`config.mk`:
```
export PLATFORM = sky130hd
export DESIGN_NAME = pwm_counter_flat
export DESIGN_NICKNAME = d
export VERILOG_FILES = /design/src/rtl/pwm_pkg.sv /design/src/rtl/pwm_counter_if.sv /design/src/rtl/pwm_prescaler.sv /design/src/rtl/pwm_counter.sv /design/src/flat_wrapper.sv
export SDC_FILE = /design/constraint.sdc
export NUM_CORES = 1
export LEC_CHECK = 0
export CAP_MARGIN = 0
export CORE_ASPECT_RATIO = 0.5
export CORE_MARGIN = 1
export CORE_UTILIZATION = 51
export CTS_BUF_LIST = sky130_fd_sc_hd__clkbuf_4 sky130_fd_sc_hd__clkbuf_8
export CTS_CLUSTER_DIAMETER = 120
export CTS_CLUSTER_SIZE = 10
export DETAILED_ROUTE_END_ITERATION = 12
export HOLD_SLACK_MARGIN = 0.12
export PLACE_DENSITY = 0.83
export SLEW_MARGIN = 5
export SYNTH_ARGS = -nofsm -noshare
export SYNTH_HDL_FRONTEND = slang
export SYNTH_SLANG_ARGS = --single-unit
```
`constraint.sdc`:
```
create_clock -name clk -period 3.5 [get_ports clk]
set_input_delay 0.7 -clock clk [delete_from_list [all_inputs] [get_ports clk]]
set_output_delay 0.7 -clock clk [all_outputs]
set_load 0.01 [all_outputs]
```
`src/rtl/pwm_pkg.sv`:
```
// Shared constants and types for the PWM time-base stage.
package pwm_pkg;

  localparam int unsigned PWM_WIDTH   = 16;
  localparam int unsigned PWM_PRESC_W = 8;

  typedef enum logic {
    DIR_DOWN = 1'b0,
    DIR_UP   = 1'b1
  } dir_e;

  // Settings the generator must only see change at a period boundary
  typedef struct packed {
    logic [PWM_PRESC_W-1:0] prescale;
    logic [PWM_WIDTH-1:0]   period;
    logic [PWM_WIDTH-1:0]   compare1;
    logic [PWM_WIDTH-1:0]   compare2;
  } shadow_t;

endpackage

```
`src/rtl/pwm_counter_if.sv`:
```
// Control/config bus into the time base and shadowed outputs toward the generator.
interface pwm_counter_if
  import pwm_pkg::*;
#(
  parameter int unsigned WIDTH   = PWM_WIDTH,
  parameter int unsigned PRESC_W = PWM_PRESC_W
);

  logic               count_en;
  logic               count_reset;
  logic               upnotdown;
  logic [PRESC_W-1:0] prescale_in;
  logic [WIDTH-1:0]   period_in;
  logic [WIDTH-1:0]   compare1_in;
  logic [WIDTH-1:0]   compare2_in;
  logic [WIDTH-1:0]   count_val;
  logic [WIDTH-1:0]   period;
  logic [WIDTH-1:0]   compare1;
  logic [WIDTH-1:0]   compare2;
  logic               ovf;
  logic               udf;

  modport master (
    output count_en, count_reset, upnotdown, prescale_in,
           period_in, compare1_in, compare2_in,
    input  count_val, period, compare1, compare2, ovf, udf
  );

  modport slave (
    input  count_en, count_reset, upnotdown, prescale_in,
           period_in, compare1_in, compare2_in,
    output count_val, period, compare1, compare2, ovf, udf
  );

endinterface

```
`src/rtl/pwm_prescaler.sv`:
```
// Clock divider: tick_c fires once every prescale+1 enabled clocks.
module pwm_prescaler
  import pwm_pkg::*;
#(
  parameter int unsigned PRESC_W = PWM_PRESC_W
) (
  input  logic               clk,
  input  logic               rst,
  input  logic               en,
  input  logic               clr,
  input  logic [PRESC_W-1:0] prescale,
  output logic               tick_c
);

  logic [PRESC_W-1:0] presc_cnt;

  assign tick_c = en && (presc_cnt == prescale);

  // Holds while disabled; clr wins over everything so the next period starts clean
  always_ff @(posedge clk or posedge rst) begin
    if (rst) begin
      presc_cnt <= '0;
    end else if (clr || tick_c) begin
      presc_cnt <= '0;
    end else if (en) begin
      presc_cnt <= presc_cnt + PRESC_W'(1);
    end
  end

endmodule

```
`src/rtl/pwm_counter.sv`:
```
// PWM time base: prescaled up/down counter with period-boundary shadowing of
// period/compare settings and single-cycle overflow/underflow events.
module pwm_counter
  import pwm_pkg::*;
#(
  parameter int unsigned WIDTH   = PWM_WIDTH,
  parameter int unsigned PRESC_W = PWM_PRESC_W
) (
  input logic           clk,
  input logic           rst,
  pwm_counter_if.slave  bus
);

  shadow_t            sh_q;
  shadow_t            sh_in_c;
  logic [WIDTH-1:0]   cnt_q;
  logic [WIDTH-1:0]   per_sh_c;
  logic [PRESC_W-1:0] presc_in_c;
  logic               ovf_q;
  logic               udf_q;
  logic               tick_c;
  dir_e               dir_c;

  assign presc_in_c = bus.prescale_in;
  assign dir_c      = dir_e'(bus.upnotdown);
  assign per_sh_c   = WIDTH'(sh_q.period);

  assign sh_in_c = '{
    prescale: PWM_PRESC_W'(presc_in_c),
    period:   PWM_WIDTH'(bus.period_in),
    compare1: PWM_WIDTH'(bus.compare1_in),
    compare2: PWM_WIDTH'(bus.compare2_in)
  };

  pwm_prescaler #(
    .PRESC_W (PWM_PRESC_W)
  ) u_presc (
    .clk      (clk),
    .rst      (rst),
    .en       (bus.count_en),
    .clr      (bus.count_reset),
    .prescale (sh_q.prescale),
    .tick_c   (tick_c)
  );

  // Count engine; every wrap, clear and stopped cycle reloads the shadow set
  always_ff @(posedge clk or posedge rst) begin
    if (rst) begin
      cnt_q <= '0;
      sh_q  <= '0;
      ovf_q <= 1'b0;
      udf_q <= 1'b0;
    end else begin
      ovf_q <= 1'b0;
      udf_q <= 1'b0;
      if (bus.count_reset) begin
        cnt_q <= '0;
        sh_q  <= sh_in_c;
      end else if (!bus.count_en) begin
        sh_q  <= sh_in_c;
      end else if (tick_c) begin
        if (dir_c == DIR_UP) begin
          if (cnt_q == per_sh_c) begin
            cnt_q <= '0;
            ovf_q <= 1'b1;
            sh_q  <= sh_in_c;
          end else begin
            cnt_q <= cnt_q + WIDTH'(1);
          end
        end else begin
          // Down wrap restarts from the freshly loaded period, not the old one
          if (cnt_q == '0) begin
            cnt_q <= bus.period_in;
            udf_q <= 1'b1;
            sh_q  <= sh_in_c;
          end else begin
            cnt_q <= cnt_q - WIDTH'(1);
          end
        end
      end
    end
  end

  assign bus.count_val = cnt_q;
  assign bus.period    = per_sh_c;
  assign bus.compare1  = WIDTH'(sh_q.compare1);
  assign bus.compare2  = WIDTH'(sh_q.compare2);
  assign bus.ovf       = ovf_q;
  assign bus.udf       = udf_q;

endmodule

```
`src/flat_wrapper.sv`:
```
// flat-port wrapper written by rule: the top's interface ports become plain ports
module pwm_counter_flat import pwm_pkg::*;
#(
  parameter int unsigned WIDTH   = PWM_WIDTH,
  parameter int unsigned PRESC_W = PWM_PRESC_W
)
  (clk, rst, bus_count_en, bus_count_reset, bus_upnotdown, bus_prescale_in, bus_period_in, bus_compare1_in, bus_compare2_in, bus_count_val, bus_period, bus_compare1, bus_compare2, bus_ovf, bus_udf);
  pwm_counter_if #(.WIDTH(WIDTH), .PRESC_W(PRESC_W)) bus_i ();
  input logic clk;
  input logic rst;
  input wire logic [$bits(bus_i.count_en)-1:0] bus_count_en;
  input wire logic [$bits(bus_i.count_reset)-1:0] bus_count_reset;
  input wire logic [$bits(bus_i.upnotdown)-1:0] bus_upnotdown;
  input wire logic [$bits(bus_i.prescale_in)-1:0] bus_prescale_in;
  input wire logic [$bits(bus_i.period_in)-1:0] bus_period_in;
  input wire logic [$bits(bus_i.compare1_in)-1:0] bus_compare1_in;
  input wire logic [$bits(bus_i.compare2_in)-1:0] bus_compare2_in;
  output wire logic [$bits(bus_i.count_val)-1:0] bus_count_val;
  output wire logic [$bits(bus_i.period)-1:0] bus_period;
  output wire logic [$bits(bus_i.compare1)-1:0] bus_compare1;
  output wire logic [$bits(bus_i.compare2)-1:0] bus_compare2;
  output wire logic [$bits(bus_i.ovf)-1:0] bus_ovf;
  output wire logic [$bits(bus_i.udf)-1:0] bus_udf;
  assign bus_i.count_en = bus_count_en;
  assign bus_i.count_reset = bus_count_reset;
  assign bus_i.upnotdown = bus_upnotdown;
  assign bus_i.prescale_in = bus_prescale_in;
  assign bus_i.period_in = bus_period_in;
  assign bus_i.compare1_in = bus_compare1_in;
  assign bus_i.compare2_in = bus_compare2_in;
  assign bus_count_val = bus_i.count_val;
  assign bus_period = bus_i.period;
  assign bus_compare1 = bus_i.compare1;
  assign bus_compare2 = bus_i.compare2;
  assign bus_ovf = bus_i.ovf;
  assign bus_udf = bus_i.udf;
  pwm_counter #(.WIDTH(WIDTH), .PRESC_W(PRESC_W)) u_core (.clk(clk), .rst(rst), .bus(bus_i));
endmodule
```
# Yosys cells after proc, flatten, opt, wreduce, memory -nomap -nowiden
# Index checks and enable logic that the tools add are counted.
# totals
regBits,82
in_bits,61
output_inout_bits,66
elab_cells,48
# classes
add_sub_neg,3
n_eq_ne,5
n_mux,24
n_reduce_logical,8
# op_table
cell,count
2-to-1 mux 56 bit,6
2-to-1 mux 16 bit,6
"adder 16 x 1 -> 16 bit, second input constant",1
== test 16 bit,1
logical NOT 16 bit,1
2-to-1 mux 8 bit,2
"subtractor 16 x 1 -> 16 bit, second input constant",1
2-to-1 mux 1 bit,10
"adder 8 x 1 -> 8 bit, second input constant",1
== test 8 bit,1
nonzero test 2 bit,3
"!= test 4 x 1 -> 1 bit, second input constant",1
"!= test 4 x 3 -> 1 bit, second input constant",1
"!= test 3 x 1 -> 1 bit, second input constant",1
AND reduction 3 bit,1
AND reduction 2 bit,1
logical AND 1 bit,1
logical OR 1 bit,1

# Longest topological paths before layout
# depth
ltp_word,6
depth_mapped,10
depth_no_buf,8

# Hierarchy
# From an unflattened synthesis, not the netlist that was laid out.
# hier_totals
hier_cells,448
hier_area_um2,4918.5
# by_module_without_submodules
mod,instances,cells_per_inst,area_per_inst_um2,seq_area_each_um2
pwm_counter,1,399,4416.7,1851.8
pwm_prescaler,1,49,501.7,200.2

# Least setup slack after synthesis
# No wires, ideal clock.
# synth_path
path_kind,register -> register
startpoint,"reg u_core.cnt_q[0], in the netlist u_core.bus.count_val[0]"
endpoint,"reg u_core.cnt_q[11], in the netlist u_core.bus.count_val[11]"
t_arrival_ns,2.079
setup_slack_ns,1.287
path_stages_with_launch,11
path_buffers,3
cell_sequence,dfrtp_1 clkbuf_1 inv_1 ha_1 nor3b_1 nand4_1 clkbuf_1 clkbuf_1 nand3_1 o211ai_1 o211ai_1
# synth_between
elab_chain_cells,6
word_cells_on_any_way,10
# synth_lines
item,line,source
"start, declared",pwm_counter.sv:16,logic [WIDTH-1:0] cnt_q;
"start signal, assigned",pwm_counter.sv:68,cnt_q <= cnt_q + WIDTH'(1);
"start signal, assigned",pwm_counter.sv:73,cnt_q <= bus.period_in;
"start signal, assigned",pwm_counter.sv:77,cnt_q <= cnt_q - WIDTH'(1);
"subtractor 16 x 1 -> 16 bit, or another cell as far along",pwm_counter.sv:77,
"2-to-1 mux 16 bit, on equally long branches","pwm_counter.sv:72, pwm_counter.sv:63",
2-to-1 mux 16 bit (*),pwm_counter.sv:62,if (dir_c == DIR_UP) begin
2-to-1 mux 16 bit (*),pwm_counter.sv:61,end else if (tick_c) begin
2-to-1 mux 16 bit (*),pwm_counter.sv:59,end else if (!bus.count_en) begin
2-to-1 mux 16 bit (*),pwm_counter.sv:56,if (bus.count_reset) begin
# Every way passes the cells marked *; elsewhere a longest branch is shown, timed or not. The select of a mux whose other input is x is not followed.
# A chain may end at the register's enable or synchronous reset.

# Final worst setup path
# layout_path
startpoint,in bus_count_en
endpoint,"reg u_core.cnt_q[5], in the netlist u_core.bus.count_val[5]"
# layout_between
elab_chain_cells,3
word_cells_on_any_way,4
# layout_lines
item,line,source
"start, declared",flat_wrapper.sv:11,input wire logic [$bits(bus_i.count_en)-1:0] bus_count_en;
logical AND 1 bit,pwm_prescaler.sv:17,assign tick_c = en && (presc_cnt == prescale);
nonzero test 2 bit (no line),n/a,
AND reduction 2 bit (no line) (*),n/a,
# Every way passes the cells marked *; elsewhere a longest branch is shown, timed or not.

==> flow_summary.ini <==
[clocking]
tritoncts = yes
cts_sinks = 82
insertion_delay_ns = 0.36
hold_buffers = 0
post-cts-setup-buffer-count = 0
post_cts.resized_instances = 0
htree_levels = 3
tritoncts.num_buffers = 9
ctsLongestPathBuffers = 2
cts.root.buffer_cell = sky130_fd_sc_hd__clkbuf_8
path_clk_slew_ns = 0.08

[synth]
synth-seq-cells = 82
syn_nets = 513
synthesis.area_sq_um = 4910
synth-warning-count = 0
synth_top_area_share_pct = 41.8
synth.yosys.seq_area_share_pct = 41.8
yosysUniqueCellTypes = 55
synth_area_leader_cell = sky130_fd_sc_hd__dfrtp_1
synthCells = 448
synth_area_leaders = sky130_fd_sc_hd__dfrtp_1 (42%), sky130_fd_sc_hd__mux2_4 (12%), sky130_fd_sc_hd__buf_4 (7.8%)
average_footprint_of_a_synthesized_cell_sq_um = 11.0

[placement]
port_buffers = 126
dp.final_hpwl_um = 8170
post-place-cells = 627
gp_congestion = 0.917

[grt]
grt_antenna_before_repair = 0
pin_count_of_the_biggest_net_entering_global_routing = 54
grt_first_pass_wirelength_um = 18200
grt_pass1_vias = 3560
grt.total_usage_pct = 23.6
grt_remaining_overflow = 0

[timing]
setup_tns_ns = 0
slew-limit-headroom_pct = 36.1
hold_viol_final = 0
final_period_minus_worst_setup_slack_ns = 2.61
clock-skew-final_ns = 0.0122
worst_slew_pin_slew_ns = 0.958
slew_viol_final = 0
grt_setup_unrepaired = false
final_setup_vio_count = 0
min_period_over_period_pct = 74.5
achievable-frequency_mhz = 384

[routing]
vias = 3565
post_drt_wl_per_cell_um = 17.5
detail_route.drc_violations = 0
postRouteAntennaNets = 0
first_iter_violations = 295
wl_um = 11300
dr.pass1.iters = 5
detail_route.vias_per_cell = 5.54

[floorplanning]
die_wd_um = 141
core.rowCount = 24
die-area_sq_um = 10100
die_height_um = 71.4
start_util_pct = 54.5
core_box_area_sq_um = 9010
design.portCount = 127

[worst_setup_path]
cp-end-kind = register
timing.critical_path.fanout_max = 9
crit_path_start_kind = input port
crit_arrival_ns = 2.85
crit_required_ns = 3.74
worst-setup-path-type = input port to register

[cells_and_area]
layout_commonest_cell = sky130_fd_sc_hd__clkdlybuf4s50_1
design.final.nets = 586
drive_above_1_share_pct = 18.6
most-common-layout-cells = sky130_fd_sc_hd__clkdlybuf4s50_1 (126), sky130_fd_sc_hd__dfrtp_1 (82), sky130_fd_sc_hd__mux2_4 (40), sky130_fd_sc_hd__xor2_1 (32), sky130_fd_sc_hd__nand2_1 (27)
flow.area_growth_from_synthesis_pct = 23.7
diodes = 0
layoutNonFillerInstCount = 643

[outcome]
status = finished, final reports clean

[power]
vdd.ir_drop.worst_uv = 269
power-per-cell-area_nw_per_um2 = 528
post-layout-total-power_mw = 3.21
power.static_leakage_nw = 2.61

[hold_path]
hold_path.class = register to register

[job]
cap_violations = 0
[cells by family (layout without fill, tap and decap cells)]
family | count (synthesis) | after routing | share of synthesized area, %
XOR/XNOR | 39 | 39 | 6.95
AND/OR/NAND/NOR | 120 | 120 | 13.4
flip-flops | 82 | 82 | 41.8
adder cells (fa/ha/maj) | 4 | 4 | 1.02
buffers and inverters | 86 | 164 | 11.7
AO/OA/AOI/OAI | 59 | 59 | 8.81
multiplexers | 58 | 58 | 16.3
[Yosys cell counts (all sizes together)]
master and number:
or3 2, a211o 4, a21oi 3, a21bo 1, nor4 10, nand2 28
nand3b 1, dfrtp 82, o311ai 3, ha 4, o41ai 2, nor4b 1
inv 9, o21a 2, o32ai 1, nand3 21, o31a 1, a211oi 1
nand4 10, or4 1, or2 2, o211ai 11, nor3 8, a31oi 6
mux2 57, a41oi 1, a22o 2, o21ai 12, a22oi 1, xnor2 7
o221ai 2, mux2i 1, and4 2, nor2 22, a21o 3, nor2b 2
a31o 1, clkbuf 8, and2 1, nor3b 2, and3 3, buf 69
o31ai 2, xor2 32, nand2b 4
[final cells by class]
class	instances	area (sq um)
Tap cell	117	146
Fill cell	695	2930
Timing Repair Buffer	139	1370
Sequential cell	82	2050
Inverter	9	35.0
Clock inverter	7	51.3
Multi-Input combinational cell	280	2300
Clock buffer	9	124
[per-layer routing]
metal	up-vias	GRT usage, %	part of all wire, %
li1	1685	-	-
met1	1737	30.6	45
met2	129	39.9	48
met3	14	5.55	5.5
met4	0	7.25	1.4
met5	-	0	0
[final timing paths]
path / end / start / cells after the start / slack [ns]
hold / removal: u_core.bus.compare1[15] / u_core.bus.compare1[15] / 1 / 0.51
max in group asynchronous: u_core.bus.compare2[9] / rst / 3 / 1.88
setup / recovery: u_core.bus.count_val[5] / bus_count_en / 8 / 0.89
hold reg to reg: u_core.bus.compare1[15] / u_core.bus.compare1[15] / 1 / 0.51
setup reg to reg: u_core.bus.period[2] / u_core.bus.count_val[8] / 7 / 1.01
min in group asynchronous: u_core.bus.compare2[1] / rst / 2 / 0.84
[through the flow]
stage               utilization [%]  hold WS, ns  instance area, sq um  setup WS [ns]
floorplan                         -        0.481                  4910          0.692
global placement               65.5        0.488                  5900          0.637
detailed placement             65.5        0.491                  5900          0.551
CTS                            67.4        0.513                  6080          0.931
global route                   67.4        0.525                  6080          0.737
finish                         67.4        0.509                  6080          0.893
[worst max-delay path, cell delays in order]
cell                              delay [ns]
sky130_fd_sc_hd__clkdlybuf4s50_1        0.62
sky130_fd_sc_hd__inv_1                  0.16
sky130_fd_sc_hd__nor2_1                 0.26
sky130_fd_sc_hd__nand3_1                0.20
sky130_fd_sc_hd__nand2_1                0.36
sky130_fd_sc_hd__buf_4                  0.21
sky130_fd_sc_hd__nand2_1                0.06
sky130_fd_sc_hd__a211o_1                0.28
[sequential cells by signal (all words and copies together), names as in the netlist]
register                  flops
u_core.bus.ovf                1
u_core.u_presc.presc_cnt      8
u_core.bus.period            16
u_core.bus.compare2          16
u_core.bus.compare1          16
u_core.sh_q                   8
u_core.bus.udf                1
u_core.bus.count_val         16
[power by group]
part | switching [mW] | total [mW] | leakage (nW) | internal [mW]
logic | 0.583 | 1.28 | 1.52 | 0.699
clock network | 0.369 | 0.630 | 0.0860 | 0.261
registers | 0.203 | 1.29 | 1.01 | 1.09
Note: power is estimated with default switching activity, not from simulation.
